==> config.mk <==
export PLATFORM = sky130hd
export DESIGN_NAME = moka_rv32i_mem_arbiter
export DESIGN_NICKNAME = d
export VERILOG_FILES = /design/src/rtl/moka_rv32i_mem_pkg.sv /design/src/rtl/moka_rr_arb2.sv /design/src/rtl/moka_rv32i_mem_arbiter.sv
export SDC_FILE = /design/constraint.sdc
export NUM_CORES = 1
export LEC_CHECK = 0
export ABC_AREA = 1
export BUFFER_PORTS_ARGS = -buffer_cell sky130_fd_sc_hd__buf_2
export CORE_AREA = 2 2 105 107
export CTS_CLUSTER_SIZE = 28
export DETAILED_ROUTE_END_ITERATION = 8
export DIE_AREA = 0 0 107 109
export GPL_TIMING_DRIVEN = 1
export PLACE_DENSITY = 0.51
export SLEW_MARGIN = 20
export SYNTH_ARGS = -nofsm -noshare
export SYNTH_HDL_FRONTEND = slang
export SYNTH_SLANG_ARGS = --single-unit
==> constraint.sdc <==
create_clock -name clk -period 4.65 [get_ports clk]
set_input_delay 0.93 -clock clk [delete_from_list [all_inputs] [get_ports clk]]
set_output_delay 0.93 -clock clk [all_outputs]
set_load 0.03 [all_outputs]
==> src/rtl/moka_rv32i_mem_pkg.sv <==
// -----------------------------------------------------------------------------
// moka_rv32i_mem_pkg
//   Shared types and defaults for the RV32I data-memory arbiter slice.
//   - MEM_ADDR_W / MEM_DATA_W : default bus widths of the data-memory port
//   - owner_e                 : bus owner recorded by the arbiter FSM
//   - mem_req_t               : one master's request fields {we, address, wr_data}
//   - owner_of()              : maps a granted master index to its owner state
// -----------------------------------------------------------------------------
package moka_rv32i_mem_pkg;

    localparam int MEM_ADDR_W = 32;
    localparam int MEM_DATA_W = 32;

    typedef enum logic [1:0] {
        OWN_IDLE = 2'd0,
        OWN_M0   = 2'd1,
        OWN_M1   = 2'd2
    } owner_e;

    typedef struct packed {
        logic                  we;
        logic [MEM_ADDR_W-1:0] address;
        logic [MEM_DATA_W-1:0] wr_data;
    } mem_req_t;

    function automatic owner_e owner_of(input logic idx);
        return idx ? OWN_M1 : OWN_M0;
    endfunction

endpackage

==> src/rtl/moka_rr_arb2.sv <==
// -----------------------------------------------------------------------------
// moka_rr_arb2
//   Pure combinational 2-way grant logic: round-robin between two masters
//   with a bounded bus lock for the current owner.
//   Ports:
//     req[1:0]        per-master request
//     lock[1:0]       per-master hold-bus hint (only meaningful with req)
//     owner           current owner state (OWN_IDLE / OWN_M0 / OWN_M1)
//     last_served     index of the master granted most recently
//     burst_cnt       consecutive grants already given to the owner
//     en              enable; low forces no grant
//     gnt[1:0]        one-hot grant, or zero
// -----------------------------------------------------------------------------
module moka_rr_arb2
    import moka_rv32i_mem_pkg::*;
#(
    parameter int MAX_BURST = 4,
    parameter int CNT_W     = $clog2(MAX_BURST + 1)
) (
    input  logic [1:0]       req,
    input  logic [1:0]       lock,
    input  owner_e           owner,
    input  logic             last_served,
    input  logic [CNT_W-1:0] burst_cnt,
    input  logic             en,
    output logic [1:0]       gnt
);

    localparam logic [CNT_W-1:0] CNT_MAX = CNT_W'(MAX_BURST);

    logic own_idx;
    logic lock_hold;

    always_comb begin
        gnt       = 2'b00;
        own_idx   = (owner == OWN_M1);
        // The lock only binds while the owner keeps asking with its hint set
        // and has not yet used up its burst allowance.
        lock_hold = (owner != OWN_IDLE) && req[own_idx] && lock[own_idx] &&
                    (burst_cnt < CNT_MAX);

        if (en) begin
            if (lock_hold) begin
                gnt[own_idx] = 1'b1;
            end else if (req == 2'b11) begin
                // Tie: the master that was not served last wins. An owner
                // whose burst is exhausted is always last_served, so this
                // also hands the bus over once the lock allowance runs out.
                gnt = last_served ? 2'b01 : 2'b10;
            end else begin
                gnt = req;
            end
        end
    end

endmodule

==> src/rtl/moka_rv32i_mem_arbiter.sv <==
// -----------------------------------------------------------------------------
// moka_rv32i_mem_arbiter
//   Shares the single data-memory port of the RV32I system between the
//   load/store unit (master 0) and a debug/program-loader master (master 1).
//   Grants are combinational in the request cycle; read data returns one
//   cycle later, flagged only to the master that issued the read.
//   Ports:
//     clk, rstn        clock (rising edge), synchronous active-low reset
//     en               arbiter enable; low blocks new grants
//     m_req/m_lock     per-master request and hold-bus hint
//     m_we/m_address/m_wr_data  per-master access fields
//     m_gnt            one-hot (or zero) grant, same cycle
//     m_rvalid         registered per-master read-return flag
//     m_rd_data        shared read data, zero unless an rvalid is set
//     mem_en/mem_we/address/wr_data  memory-side request (zero when idle)
//     rd_data          memory read data, valid one cycle after a read strobe
// -----------------------------------------------------------------------------
module moka_rv32i_mem_arbiter
    import moka_rv32i_mem_pkg::*;
#(
    parameter int ADDR_W    = MEM_ADDR_W,
    parameter int DATA_W    = MEM_DATA_W,
    parameter int MAX_BURST = 4
) (
    input  logic                   clk,
    input  logic                   rstn,
    input  logic                   en,
    input  logic [1:0]             m_req,
    input  logic [1:0]             m_lock,
    input  logic [1:0]             m_we,
    input  logic [1:0][ADDR_W-1:0] m_address,
    input  logic [1:0][DATA_W-1:0] m_wr_data,
    output logic [1:0]             m_gnt,
    output logic [1:0]             m_rvalid,
    output logic [DATA_W-1:0]      m_rd_data,
    output logic                   mem_en,
    output logic                   mem_we,
    output logic [ADDR_W-1:0]      address,
    output logic [DATA_W-1:0]      wr_data,
    input  logic [DATA_W-1:0]      rd_data
);

    localparam int               CNT_W   = $clog2(MAX_BURST + 1);
    localparam logic [CNT_W-1:0] CNT_MAX = CNT_W'(MAX_BURST);

    function automatic logic [CNT_W-1:0] sat_inc(input logic [CNT_W-1:0] v);
        return (v >= CNT_MAX) ? CNT_MAX : v + CNT_W'(1);
    endfunction

    owner_e           owner_q, owner_d;
    logic             last_q, last_d;
    logic [CNT_W-1:0] cnt_q, cnt_d;

    logic [1:0]       arb_gnt;
    logic [1:0]       gnt;
    logic             gnt_idx;
    logic [1:0]       rd_gnt;
    logic [1:0]       vld_p1;

    moka_rr_arb2 #(
        .MAX_BURST (MAX_BURST),
        .CNT_W     (CNT_W)
    ) u_arb (
        .req         (m_req),
        .lock        (m_lock),
        .owner       (owner_q),
        .last_served (last_q),
        .burst_cnt   (cnt_q),
        .en          (en),
        .gnt         (arb_gnt)
    );

    // Reset also silences the combinational grant so nothing reaches memory
    // while rstn is low.
    always_comb begin
        gnt     = rstn ? arb_gnt : 2'b00;
        gnt_idx = gnt[1];
        rd_gnt  = gnt & ~m_we;
    end

    always_comb begin
        owner_d = owner_q;
        last_d  = last_q;
        cnt_d   = cnt_q;
        if (|gnt) begin
            owner_d = owner_of(gnt_idx);
            last_d  = gnt_idx;
            if (owner_q != owner_of(gnt_idx)) begin
                cnt_d = CNT_W'(1);
            end else begin
                cnt_d = sat_inc(cnt_q);
            end
        end else begin
            // Any cycle without a grant (idle, en low) releases ownership;
            // the burst count is kept and restarts on the next grant.
            owner_d = OWN_IDLE;
        end
    end

    always_comb begin
        m_gnt   = gnt;
        mem_en  = |gnt;
        mem_we  = 1'b0;
        address = '0;
        wr_data = '0;
        if (|gnt) begin
            mem_we  = m_we[gnt_idx];
            address = m_address[gnt_idx];
            wr_data = m_wr_data[gnt_idx];
        end
    end

    // ---- stage p0 -> p1: arbitration state and read-return flag ----
    always_ff @(posedge clk) begin
        if (!rstn) begin
            owner_q <= OWN_IDLE;
            last_q  <= 1'b1;
            cnt_q   <= '0;
            vld_p1  <= 2'b00;
        end else begin
            owner_q <= owner_d;
            last_q  <= last_d;
            cnt_q   <= cnt_d;
            vld_p1  <= rd_gnt;
        end
    end

    // ---- stage p1: read return ----
    always_comb begin
        m_rvalid  = vld_p1;
        m_rd_data = (|vld_p1) ? rd_data : '0;
    end

endmodule
==> impl_results.md <==
- Critical Path Fanout Max: 40
- Clock Tree Buf Depth: 2
- Post-Syn Area: 1420 um^2
- Final TNS setup: 0 ns
- Met1 GRT Util: 0.159
- Synth Area in Adders: 0.0176
- Max Clock Freq: 269 MHz
- First-pass GRT wire length: 11000 um
- Leak pwr: 1.99 nW
- Root Driver: clkbuf_8
- Buffers added on ports: 270
- # IOs: 271
- Final setup fails: 0
- Largest net degree at the start of global routing: 41
- CTS tree: yes
- All-Layer GR Usage: 0.120
- FP Rows: 38
- Largest family of logic cells by synthesized area: compound AO/OA/AOI/OAI gates
- Avg Vias per Cell: 4.01
- Post-synthesis compound-gate area fraction: 0.416
- Max-slew headroom: 0.538
- Die width: 107 um
- Layout cell share with drive strength beyond 1: 0.608
- Max IR drop VDD: 0.000129 V
- Post-Place Worst Slack: 0.922 ns
- Crit. End Element: output pin
- Setup Crit Path Kind: primary input to output pin
- Post-synth top area cell: a22o_1
- Syn avg cell area: 6.63 um^2
- DRC: 0
- Final Max Slew Viols: 0
- Critical path startpoint category: primary input
- Yosys reg bits: 8
- GR Overflow Total: 0
- Least-Margin Pin Slew: 0.692 ns
- CP required: 3.72 ns
- Synth Area in XOR/XNOR: 0
- Most frequent cells in the layout: buf_2, a22o_1, inv_1
- Post-CTS setup repair buffer count: 0
- Worst setup margin: 0.938 ns
- Vias post-DR: 2467
- Synth area leaders: a22o_1, inv_1, dfxtp_1
- Busiest grt layer: met2
- Sequential area share after synthesis: 0.113
- Post-cts resize count: 0
- Top cell type's share of synthesized area: 0.395
- Power per Cell Area: 146 nW/um^2
- Met3 Usage GRT: 0.0143
- Clock Skew: 0.00373 ns
- Cells after Synth: 214
- Hold WC Path Type: flop to flop
- Fin crit period: 3.71 ns
- Core Area: 10600 um^2
- Hold Buf Count CTS: 0
- RSZ-0062 raised after global routing: no
- Post-route ant nets: 0
- Initial antenna violation count: 1
- Die area: 11700 um^2
- Final net count: 647
- H-tree Lvls: 1
- Initial Util: 0.134
- Skew-Pair Late Insertion Delay: 0.23 ns
- Grt met2 use: 0.208
- Clk sink count: 8
- Unique masters post-synth: 17
- Min Hold Slack: 0.498 ns
- CTS Buf Count: 3
- Max-cap viol count: 0
- CP arrival: 2.78 ns
- Outcome: finished, final reports clean
- Most common cell after layout, fill and taps aside: buf_2
- Final hold vios: 0
- Final period utilization: 0.798
- Clock input transition at the sequential cells of the worst setup and hold paths: 0.04 ns
- Detailed-route wire length: 8360 um
- Mux cell area share after synthesis: 0
- Routed len/inst: 13.6 um
- Die Y: 109 um
- Dpl hpwl: 7160 um
- Routability cong.: 0.837
- Synth Area in Simple Gates: 0.221
- Syn. warnings: 0
- Area growth from synthesis to layout: 102%
- Vias in the first global route: 2161
- Post-Synthesis Net Count: 385
- Pre-Repair DR Iteration Count: 5
- Detailed router's first-iteration violation count: 185
-- final timing paths --
path         startpoint     endpoint  slack (ns)  cells past startpoint
min              last_q       last_q        0.50                      2
max            m_req[1]  wr_data[16]        0.94                     10
min reg2reg      last_q       last_q        0.50                      2
max reg2reg  owner_q[1]     cnt_q[0]        3.17                      9
-- registers in the layout (all words and copies together) (netlist names) --
| name | flops |
|---|---|
| m_rvalid | 2 |
| owner_q | 2 |
| last_q | 1 |
| cnt_q | 3 |
-- cells in the mapped netlist --
cell type  count
a21oi_1        2
nand2_2        3
ha_1           2
o21ai_0        4
nand2_4        1
a22o_1        64
clkbuf_1       3
nor2_1        40
nand3_1        9
nand4_2        1
nand3_2        2
nand2_1       15
buf_2          2
buf_6         12
inv_2          3
inv_1         43
dfxtp_1        8
-- report_power, final --
group / total, mW / leakage (nW) / internal, mW / switching, mW
sequential: 0.0745 / 0.0653 / 0.0720 / 0.00246
combinational: 0.259 / 1.90 / 0.104 / 0.155
clock: 0.0845 / 0.0216 / 0.0561 / 0.0283
-- stage by stage --
step	util	power, mW	cell area [um^2]	instances
3_5_place_dp	0.266	0.335	2820	611
2_1_floorplan	-	0.222	1420	214
3_3_place_gp	0.266	0.334	2820	611
6_report	0.271	0.418	2870	615
5_1_grt	0.271	0.445	2870	615
4_1_cts	0.270	0.423	2860	614
-- final cells by class --
| type | count | area, um^2 |
|---|---|---|
| fillers | 1186 | 7730 |
| repair buffers | 274 | 1380 |
| multi-input cells | 143 | 937 |
| well taps | 140 | 175 |
| inverters | 46 | 173 |
| flip-flops and latches | 8 | 160 |
| clock buffers | 3 | 41.3 |
| diodes | 1 | 2.50 |
-- worst max-delay path, cell delays in order --
cell,delay (ns)
buf_2,0.09
nand3_1,0.08
nand2_2,0.09
nand3_2,0.08
nand2_1,0.10
nand3_2,0.14
inv_2,0.54
buf_4,0.32
a22o_1,0.17
buf_2,0.22
-- logic make-up after synthesis --
kind of cell	after synthesis
and+or+nand+nor	71
AOI/OAI and AO/OA	70
buffers and inverters	63
DFF	8
adders and majority gates	2
-- per-layer routing --
| layer | share of wire | wire length, um |
|---|---|---|
| met4 | 0.011 | 93 |
| met2 | 0.50 | 4150 |
| met1 | 0.43 | 3600 |
| met5 | 0 | 0 |
| met3 | 0.062 | 518 |
Note: power is estimated with default switching activity, not from simulation.
